$ cat config.mk
export PLATFORM = sky130hd
export DESIGN_NAME = vector_issue_queue
export DESIGN_NICKNAME = d
export VERILOG_FILES = /design/src/rtl/vector_issue_queue.sv
export SDC_FILE = /design/constraint.sdc
export NUM_CORES = 1
export LEC_CHECK = 0
export BUFFER_PORTS_ARGS = -buffer_cell sky130_fd_sc_hd__buf_2
export CORE_MARGIN = 3
export CORE_UTILIZATION = 52
export DETAILED_ROUTE_END_ITERATION = 7
export PLACE_DENSITY_LB_ADDON = 0.25
export SLEW_MARGIN = 20
export SYNTH_ARGS = -nofsm -noshare
export SYNTH_HDL_FRONTEND = slang
export SYNTH_SLANG_ARGS = --single-unit
export TNS_END_PERCENT = 1
$ cat constraint.sdc
create_clock -name clk -period 6.9 [get_ports clk]
set_clock_uncertainty 0.15 [all_clocks]
set_input_delay 1.38 -clock clk [delete_from_list [all_inputs] [get_ports clk]]
set_output_delay 1.38 -clock clk [all_outputs]
set_load 0.05 [all_outputs]
$ cat src/rtl/vector_issue_queue.sv
// rtl/vector_issue_queue.sv - in-order vector issue buffer; owns vsetvli config, pulses ops to vector_ex.
// Optional VISSUE_BYPASS_EN: an instruction arriving at an idle, empty queue skips the FIFO.
module vector_issue_queue #(
    parameter int VLEN  = 128,
    parameter int DEPTH = 4
) (
    input  logic        clk,
    input  logic        rst,
    input  logic        i_valid,
    output logic        o_ready,
    input  logic [6:0]  i_ops,
    input  logic [5:0]  i_funct6,
    input  logic [2:0]  i_funct3,
    input  logic [10:0] i_zimm,
    input  logic [31:0] i_rs1,
    input  logic [31:0] i_rs2,
    input  logic [4:0]  i_vs1a,
    input  logic [4:0]  i_vs2a,
    input  logic [4:0]  i_vs3a,
    input  logic        i_ex_busy,
    output logic [6:0]  o_ops,
    output logic [5:0]  o_funct6,
    output logic [2:0]  o_funct3,
    output logic [31:0] o_rs1,
    output logic [31:0] o_rs2,
    output logic [4:0]  o_vs1a,
    output logic [4:0]  o_vs2a,
    output logic [4:0]  o_vs3a,
    output logic [10:0] o_sew,
    output logic [3:0]  o_lmul,
    output logic [31:0] o_venum,
    output logic        o_vl_we,
    output logic [31:0] o_vl_data,
    output logic        o_busy
);

    localparam int AW = $clog2(DEPTH);

    // Only vsew/vlmul of the vtype immediate are consumed; tail/mask policy bits are ignored.
    typedef struct packed {
        logic [6:0]  ops;
        logic [5:0]  funct6;
        logic [2:0]  funct3;
        logic [5:0]  vtype;
        logic [31:0] rs1;
        logic [31:0] rs2;
        logic [4:0]  vs1a;
        logic [4:0]  vs2a;
        logic [4:0]  vs3a;
    } instr_t;

    typedef enum logic [1:0] {
        IDLE  = 2'd0,
        CFG   = 2'd1,
        WBSY  = 2'd2,
        WDONE = 2'd3
    } state_t;

    state_t      state_q, state_d;
    instr_t      mem_q [DEPTH];
    logic [AW:0] rd_ptr_q, wr_ptr_q;
    instr_t      in_instr, head, sel;
    logic        empty, full, push, pop, bypass, issue, cfg_load, fifo_wr;
    logic        unused_zimm_hi;

    logic [6:0]  ops_q;
    logic [5:0]  funct6_q;
    logic [2:0]  funct3_q;
    logic [31:0] rs1_q, rs2_q;
    logic [4:0]  vs1a_q, vs2a_q, vs3a_q;

    logic [5:0]  cfg_vtype_q;
    logic [31:0] cfg_rs1_q;
    logic [4:0]  cfg_vs1a_q, cfg_vs3a_q;

    logic [10:0] sew_q, new_sew;
    logic [3:0]  lmul_q, new_lmul;
    logic [31:0] venum_q, vl_data_q, vlmax, avl, new_vl;
    logic        vl_we_q;
    logic [2:0]  vsew, vlmul;
    logic [1:0]  sew_sh;
    logic [2:0]  log2_sew;

    assign unused_zimm_hi = ^i_zimm[10:6];

    assign in_instr = '{ops: i_ops, funct6: i_funct6, funct3: i_funct3, vtype: i_zimm[5:0],
                        rs1: i_rs1, rs2: i_rs2, vs1a: i_vs1a, vs2a: i_vs2a, vs3a: i_vs3a};
    assign head     = mem_q[rd_ptr_q[AW-1:0]];
    assign empty    = (rd_ptr_q == wr_ptr_q);
    assign full     = (rd_ptr_q[AW] != wr_ptr_q[AW]) && (rd_ptr_q[AW-1:0] == wr_ptr_q[AW-1:0]);
    assign o_ready  = !full;
    assign push     = i_valid && !full;
    assign fifo_wr  = push && !bypass;

    always_comb begin
        state_d  = state_q;
        pop      = 1'b0;
        bypass   = 1'b0;
        issue    = 1'b0;
        cfg_load = 1'b0;
        sel      = head;
        case (state_q)
            IDLE: begin
                if (!empty && !i_ex_busy) begin
                    pop = 1'b1;
                end
`ifdef VISSUE_BYPASS_EN
                else if (empty && !i_ex_busy && push) begin
                    bypass = 1'b1;
                    sel    = in_instr;
                end
`endif
                if (pop || bypass) begin
                    if (sel.ops == 7'h57 && sel.funct3 == 3'b111) begin
                        cfg_load = 1'b1;
                        state_d  = CFG;
                    end else begin
                        issue   = 1'b1;
                        state_d = WBSY;
                    end
                end
            end
            CFG:     state_d = IDLE;
            WBSY:    if (i_ex_busy)  state_d = WDONE;
            WDONE:   if (!i_ex_busy) state_d = IDLE;
            default: state_d = IDLE;
        endcase
    end

    // Config arithmetic works from the vsetvli captured when it left the queue.
    always_comb begin
        vsew     = cfg_vtype_q[5:3];
        vlmul    = cfg_vtype_q[2:0];
        sew_sh   = (vsew > 3'd3) ? 2'd3 : vsew[1:0];
        log2_sew = 3'd3 + {1'b0, sew_sh};
        new_sew  = 11'd8 << sew_sh;
        new_lmul = vlmul[2] ? 4'd0 : ((4'd1 << vlmul[1:0]) - 4'd1);
        vlmax    = (32'(VLEN) * (32'(new_lmul) + 32'd1)) >> log2_sew;
        if (cfg_vs1a_q != 5'd0) begin
            avl = cfg_rs1_q;
        end else if (cfg_vs3a_q != 5'd0) begin
            avl = vlmax;
        end else begin
            avl = venum_q;
        end
        new_vl = (avl < vlmax) ? avl : vlmax;
    end

    always_ff @(posedge clk) begin
        if (fifo_wr) begin
            mem_q[wr_ptr_q[AW-1:0]] <= in_instr;
        end
    end

    always_ff @(posedge clk or posedge rst) begin
        if (rst) begin
            state_q     <= IDLE;
            rd_ptr_q    <= '0;
            wr_ptr_q    <= '0;
            ops_q       <= '0;
            funct6_q    <= '0;
            funct3_q    <= '0;
            rs1_q       <= '0;
            rs2_q       <= '0;
            vs1a_q      <= '0;
            vs2a_q      <= '0;
            vs3a_q      <= '0;
            cfg_vtype_q <= '0;
            cfg_rs1_q   <= '0;
            cfg_vs1a_q  <= '0;
            cfg_vs3a_q  <= '0;
            sew_q       <= 11'd8;
            lmul_q      <= '0;
            venum_q     <= '0;
            vl_data_q   <= '0;
            vl_we_q     <= 1'b0;
        end else begin
            state_q <= state_d;
            if (pop)     rd_ptr_q <= rd_ptr_q + 1'b1;
            if (fifo_wr) wr_ptr_q <= wr_ptr_q + 1'b1;
            ops_q <= issue ? sel.ops : 7'd0;
            if (issue) begin
                funct6_q <= sel.funct6;
                funct3_q <= sel.funct3;
                rs1_q    <= sel.rs1;
                rs2_q    <= sel.rs2;
                vs1a_q   <= sel.vs1a;
                vs2a_q   <= sel.vs2a;
                vs3a_q   <= sel.vs3a;
            end
            if (cfg_load) begin
                cfg_vtype_q <= sel.vtype;
                cfg_rs1_q   <= sel.rs1;
                cfg_vs1a_q  <= sel.vs1a;
                cfg_vs3a_q  <= sel.vs3a;
            end
            vl_we_q <= (state_q == CFG);
            if (state_q == CFG) begin
                sew_q     <= new_sew;
                lmul_q    <= new_lmul;
                venum_q   <= new_vl;
                vl_data_q <= new_vl;
            end
        end
    end

    assign o_ops     = ops_q;
    assign o_funct6  = funct6_q;
    assign o_funct3  = funct3_q;
    assign o_rs1     = rs1_q;
    assign o_rs2     = rs2_q;
    assign o_vs1a    = vs1a_q;
    assign o_vs2a    = vs2a_q;
    assign o_vs3a    = vs3a_q;
    assign o_sew     = sew_q;
    assign o_lmul    = lmul_q;
    assign o_venum   = venum_q;
    assign o_vl_we   = vl_we_q;
    assign o_vl_data = vl_data_q;
    assign o_busy    = !empty || (state_q != IDLE);

endmodule

==> metrics, run 1 <==
Area Overhead vs Synth 15.7%; largest area contributor in the netlist edfxtp_1; PD cells 460 nW/µm²; CP Cell Sequence or4_1 > or2_2 > a22oi_1 > o21ai_0 > ha_1 > a21oi_1 > o21ai_0 > or4_1 > o221ai_1 > a21oi_1 > o31a_1; critical path fanouts, max 12; share of post-route cells with drive strength above 1 42.8%; deepest clock path buffer count 3; highest metal used met5; total iterations of the first detailed-routing run 4; CTS Hold Bufs 0; CP delay by family, top compound AO/OA/AOI/OAI gates; average via count per standard cell 5.50; final wirelength between 40,000 and 50,000 µm; largest net degree at the start of global routing 117; initial antenna violation count 13; min-delay src o_sew[4]$_DFFE_PP0P_; final setup vio count 0; Hold EP o_sew[4]$_DFFE_PP0P_; Tcrit/Tclk final 65.6%; placer congestion estimate roughly 0.85; Detail Route met3 WL 3410 µm; crit path kind flop to flop; vias in the first global route 12.2k; Met2 Wirelength 22,800 µm; slowest CP cell o221ai_1; clk slew on worst S/H paths 0.06 ns; max-slew violations 0; Die Wd 216 µm; Tightest Pin Transition 1.07 ns; Setup TNS 0 ns; mean post-synth cell area 19.8 µm²; clk_lat worst skew 0.60 ns; RSZ-0062 raised after global routing false; Area after DPL 24,700 µm²; RR Endpoint o_vl_data[4]$_DFFE_PP0P_; number of flops mapped to enable cells by yosys 404; FFs w/ async S/R, synth approximately a third; Commonest cells post-synth edfxtp_1, dfrtp_1, mux2_2, mux4_2, buf_4; grt total ovfl 0; WL met1 between 15,000 and 20,000 µm; H-tree lvl count 2; CP bufs+invs 0; Final Hold Vio Count 0; Final nets ~1.6k; Cells after Synth 1,159; synthesized cell area 23,000 µm²; Fillers 3,193; min cycle time layout 4.52 ns; DRC 0; Synth cell types 59; postcts setup bufs 0; core region area 43,400 µm²; outcome complete, no violations; Req. time, crit path just over 7 ns; first-pass GRT wire length between 70,000 and 80,000 µm; Syn. warnings 0; static leakage 0.0105 µW; CTS resizes 0; CTS tree yes; die area 46,700 µm²; detailed placement HPWL 28,200 µm; R2R Path Start cfg_vs1a_q[1]$_DFFE_PP0P_; Seq. cell area 16,900 µm²; reg-to-reg slack, setup between 2 and 2.5 ns; Area contributors post-synth edfxtp_1, dfrtp_1, mux4_2; Core Rows 76; final instance area 26,600 µm²; Port-buffer cells 274; most frequent cell after synthesis edfxtp_1; area occupied by multi-input gates 5420 µm²; Sink Count 596; Min-Delay Path Depth 2; reg2reg path depth 11; GRT Util Overall 20.2%; routed length per placed instance ~22 µm; dominant synthesized flop cell edfxtp_1; Antenna Violating Nets Remaining 0; worst rel slew slack 28.9%; crit path DAT just under 5 ns; fmax ~220 MHz; Initial Util 53.0%; clk root buf clkbuf_16; Hold Path Class flop to flop; critical path startpoint category flop; DR iter-0 viols 750; register area share after synthesis 73.8%; Critical Path End Type flop; max incr delay on CP 0.76 ns; die height 216 µm; max-cap viol count 0; Top-Level Pins 287; synthesized flop and latch total 596; CTS Buf Count a little under 60; VDD IR max 404 µV; area share of the largest cell type after synthesis 52.8%; routed vias 11.4k
cells in the final DEF (no fill, tap or decap), types with 11 or more instances in the layout:
cell type	instances
clkinv_2	11
mux4_2	101
nor2_1	11
mux2_4	28
o21ai_0	19
buf_4	13
clkbuf_16	60
edfxtp_1	404
and2_1	30
clkbuf_1	20
ha_1	13
nand2_1	33
a21oi_1	12
mux2_2	109
buf_2	274
nor4_1	11
dfrtp_1	189
where the power goes:
| group | total (µW) | leakage (µW) | internal (µW) | switching (µW) |
|---|---|---|---|---|
| sequential | 5190 | 0.00615 | 4780 | 409 |
| combinational | 3970 | 0.00344 | 1420 | 2550 |
| clock | 3060 | 0.000907 | 1770 | 1290 |
kinds of logic after synthesis:
family | Yosys count | share of synthesized area (%)
and+or+nand+nor | 137 | 3.37
DFF | 596 | 73.8
other | 2 | 0.0327
buffers and inverters | 100 | 2.85
muxes | 238 | 17.1
AOI/OAI and AO/OA | 66 | 1.92
adders and majority gates | 13 | 0.708
xor gates and xnor gates | 7 | 0.267
layer usage:
metal | global-route usage (%) | up-vias
met5 | 0 | -
met3 | 6.21 | 92
met1 | 25.9 | 5882
met2 | 33.7 | 302
met4 | 5.80 | 18
li1 | - | 5063
final cells by class:
class | count | share of cell area [%]
antenna | 4 | 0.0377
clock buffer | 86 | 6.24
clock inverter | 23 | 0.753
inverter | 11 | 0.184
multi-input combinational | 469 | 20.4
sequential | 596 | 63.8
tap | 585 | 2.75
timing repair buffer | 291 | 5.86
flip-flops by register name (all words and copies together), names as in the netlist:
register	count
o_vl_we	1
o_vs1a	5
o_lmul	4
o_sew	4
cfg_vs1a_q	5
o_funct3	3
state_q	2
o_funct6	6
o_vs2a	5
cfg_vs3a_q	5
o_vl_data	32
o_rs1	32
wr_ptr_q	3
o_rs2	32
o_vs3a	5
cfg_vtype_q	6
cfg_rs1_q	32
o_ops	7
mem_q	404
rd_ptr_q	3
worst register-to-register path, cell delays in order, from the launching register on:
cell and delay (ns):
dfrtp_1 0.38, or4_1 0.66, or2_2 0.46, a22oi_1 0.23
o21ai_0 0.15, ha_1 0.32, a21oi_1 0.13, o21ai_0 0.17
or4_1 0.53, o221ai_1 0.76, a21oi_1 0.17, o31a_1 0.31
how the worst max path moves through the flow:
stage	from	end	slack, ns	depth (start not counted)
3_5_place_dp	rd_ptr_q[0]$_DFFE_PP0P_	o_rs2[29]$_DFFE_PP0P_	2.06	6
5_1_grt	cfg_vtype_q[1]$_DFFE_PP0P_	o_vl_data[6]$_DFFE_PP0P_	2.10	14
4_1_cts	rd_ptr_q[0]$_DFFE_PP0P_	o_rs2[29]$_DFFE_PP0P_	2.03	6
2_1_floorplan	rst	cfg_rs1_q[0]$_DFFE_PP0P_	0.14	1
3_3_place_gp	rd_ptr_q[0]$_DFFE_PP0P_	o_rs1[0]$_DFFE_PP0P_	2.11	6
6_report	cfg_vs1a_q[1]$_DFFE_PP0P_	o_vl_data[4]$_DFFE_PP0P_	2.38	11
stage by stage:
stage          utilization (%)  power (µW)  setup slack [ns]  instances  hold slack (ns)
4_1_cts                   61.2       12400              2.03       2060            0.317
2_1_floorplan                -        8280             0.144       1165            0.310
3_5_place_dp              56.9        9290              2.06       1951            0.303
5_1_grt                   61.3       12800              2.10       2062            0.351
6_report                  61.3       12200              2.38       2065            0.313
3_3_place_gp              56.9        9200              2.11       1951            0.303
(Power assumes the default switching activity.)
==> run 2, diff against run 1 <==
clock period = 3.88 ns   (was 6.9 ns; I/O delays follow)
==> run 2 against run 1 <==
Against the previous run:
- routed wire length grew 1.5%
- setup slack got worse by 2.2 ns
- register-to-register slack worse by 2.2 ns
- sequential share of layout area decreased by 0.86 points
- via count up 0.89%
- critical path depth increased by 1
- first-iteration DRC count down 6.1%
- largest power group unchanged
==> metrics, run 2 (synthesis results as in run 1) <==
Antenna Violating Nets Remaining 0; Core Rows 76; most frequent cells in the layout edfxtp_1, buf_2, dfrtp_1; Final nets 1,581; final setup vio count 0; Tightest Pin Transition 0.790 ns; Initial Util 53.0%; core region area 43,400 µm²; deepest clock path buffer count 3; GRT Util Overall 20.3%; Area Overhead vs Synth 17.3%; final wirelength ~47,000 µm; RSZ-0062 raised after global routing false; Sink Count just under 600; Tcrit/Tclk final 95.4%; H-tree lvl count 2; PD cells 815 nW/µm²; routed length per placed instance 22.3 µm; Fillers 3,164; die area between 40,000 and 50,000 µm²; CTS Hold Bufs 0; Sw Pwr 7620 µW; Final Hold Vio Count 0; fin cells 2,095; fmax between 200 and 300 MHz; Placed Cells just under 2k; share of post-route cells with drive strength above 1 between 40% and 50%; largest net degree at the start of global routing 55; critical path startpoint category flop; outcome complete, no violations; min cycle time layout around 3.7 ns; max reg flops 404; grt total ovfl 0; internal power 14,300 µW; Port-buffer cells around 270; placer congestion estimate 0.806; first-pass GRT wire length 71,900 µm; Hold Path Class input port to asynchronous set/reset pin; Clock power frac 24.7%; max-cap viol count 0; max-slew violations 0; clk root buf clkbuf_16; commonest non-fill, non-tap cell in the layout edfxtp_1; crit path kind flop to flop; vias in the first global route 12.0k; crit path DAT about 4 ns; static leakage ~0.011 µW; worst rel slew slack 47.3%; DR iter-0 viols 704; Reg power frac between 40% and 50%; Logic pwr share 33.6%; DRC 0; die height 216 µm; clk_lat worst skew 0.60 ns; Die Wd 216 µm; routed vias approximately 11k; clk slew on worst S/H paths 0.06 ns; switching share of power 34.7%; VDD IR max 576 µV; total iterations of the first detailed-routing run 6; Setup TNS 0 ns; Req. time, crit path 4.20 ns; initial antenna violation count 7; Top-Level Pins approximately 290; average via count per standard cell 5.47; critical path fanouts, max 5; Critical Path End Type flop; CTS tree yes; CTS Buf Count 59; detailed placement HPWL 29,500 µm
## run 2: per-stage QoR
stage	utilization (%)	instance area, µm²	setup slack [ns]	total power (µW)	hold slack [ns]
3_5_place_dp	57.7	25000	0.0482	16800	0.317
6_report	62.1	26900	0.179	21900	0.176
2_1_floorplan	-	23000	-0.521	14700	0.310
4_1_cts	62.1	26900	0.0256	22200	0.166
3_3_place_gp	57.7	25000	0.0711	16600	0.307
5_1_grt	62.1	26900	0.0168	23000	0.196
## run 2: final timing paths
| path | from | to | slack, ns | cells after the start |
|---|---|---|---|---|
| max | cfg_vs1a_q[1]$_DFFE_PP0P_ | o_vl_data[6]$_DFFE_PP0P_ | 0.18 | 12 |
| min | rst | o_rs1[10]$_DFFE_PP0P_ | 0.18 | 2 |
| max reg2reg | cfg_vs1a_q[1]$_DFFE_PP0P_ | o_vl_data[6]$_DFFE_PP0P_ | 0.18 | 12 |
| min reg2reg | o_lmul[0]$_DFFE_PP0P_ | o_lmul[0]$_DFFE_PP0P_ | 0.33 | 2 |
| max in group asynchronous | rst | o_rs2[15]$_DFFE_PP0P_ | 2.57 | 3 |
| min in group clk | i_rs2[12] | mem_q[3][27]$_DFFE_PP_ | 0.23 | 1 |
## run 2: worst max-delay path, cell delays in order (launching register included)
cell      delay [ns]
dfrtp_1         0.38
or4_4           0.58
or2_2           0.35
a22oi_1         0.20
o21ai_1         0.11
ha_1            0.30
a21oi_1         0.12
o21ai_0         0.13
or4_1           0.53
o221ai_2        0.18
buf_4           0.18
a21oi_1         0.07
o31a_1          0.29
## run 2: what timing repair did
item	4_1_cts	5_1_grt
setup endpoints to repair	0	8
resized for setup	0	5
buffers inserted	0	0
endpoints found under the hold margin	0	0
## run 2: cell type report
class | count | area (µm²) | area share (%)
Inverter | 11 | 45.0 | 0.167
Clock inverter | 22 | 171 | 0.636
Clock buffer | 89 | 1700 | 6.32
Tap cell | 585 | 732 | 2.72
Antenna cell | 2 | 5.00 | 0.0186
Sequential cell | 596 | 16900 | 62.9
Multi-Input combinational cell | 469 | 5450 | 20.2
Timing Repair Buffer | 321 | 1890 | 7.00
## run 2: routing by layer
layer	vias up	routed length [µm]	GRT usage, %
met4	8	935	5.38
met2	301	24000	34.6
met1	5948	18700	26.1
met3	77	3150	5.37
li1	5124	-	-
met5	-	49	0
## run 2: power groups by stage
stage          sequential [µW]  combinational [µW]  clock [µW]
2_1_floorplan            11000                3710           0
3_3_place_gp              9180                7440           0
3_5_place_dp              9260                7500           0
4_1_cts                   9160                7520        5550
5_1_grt                   9290                7870        5830
6_report                  9140                7380        5420
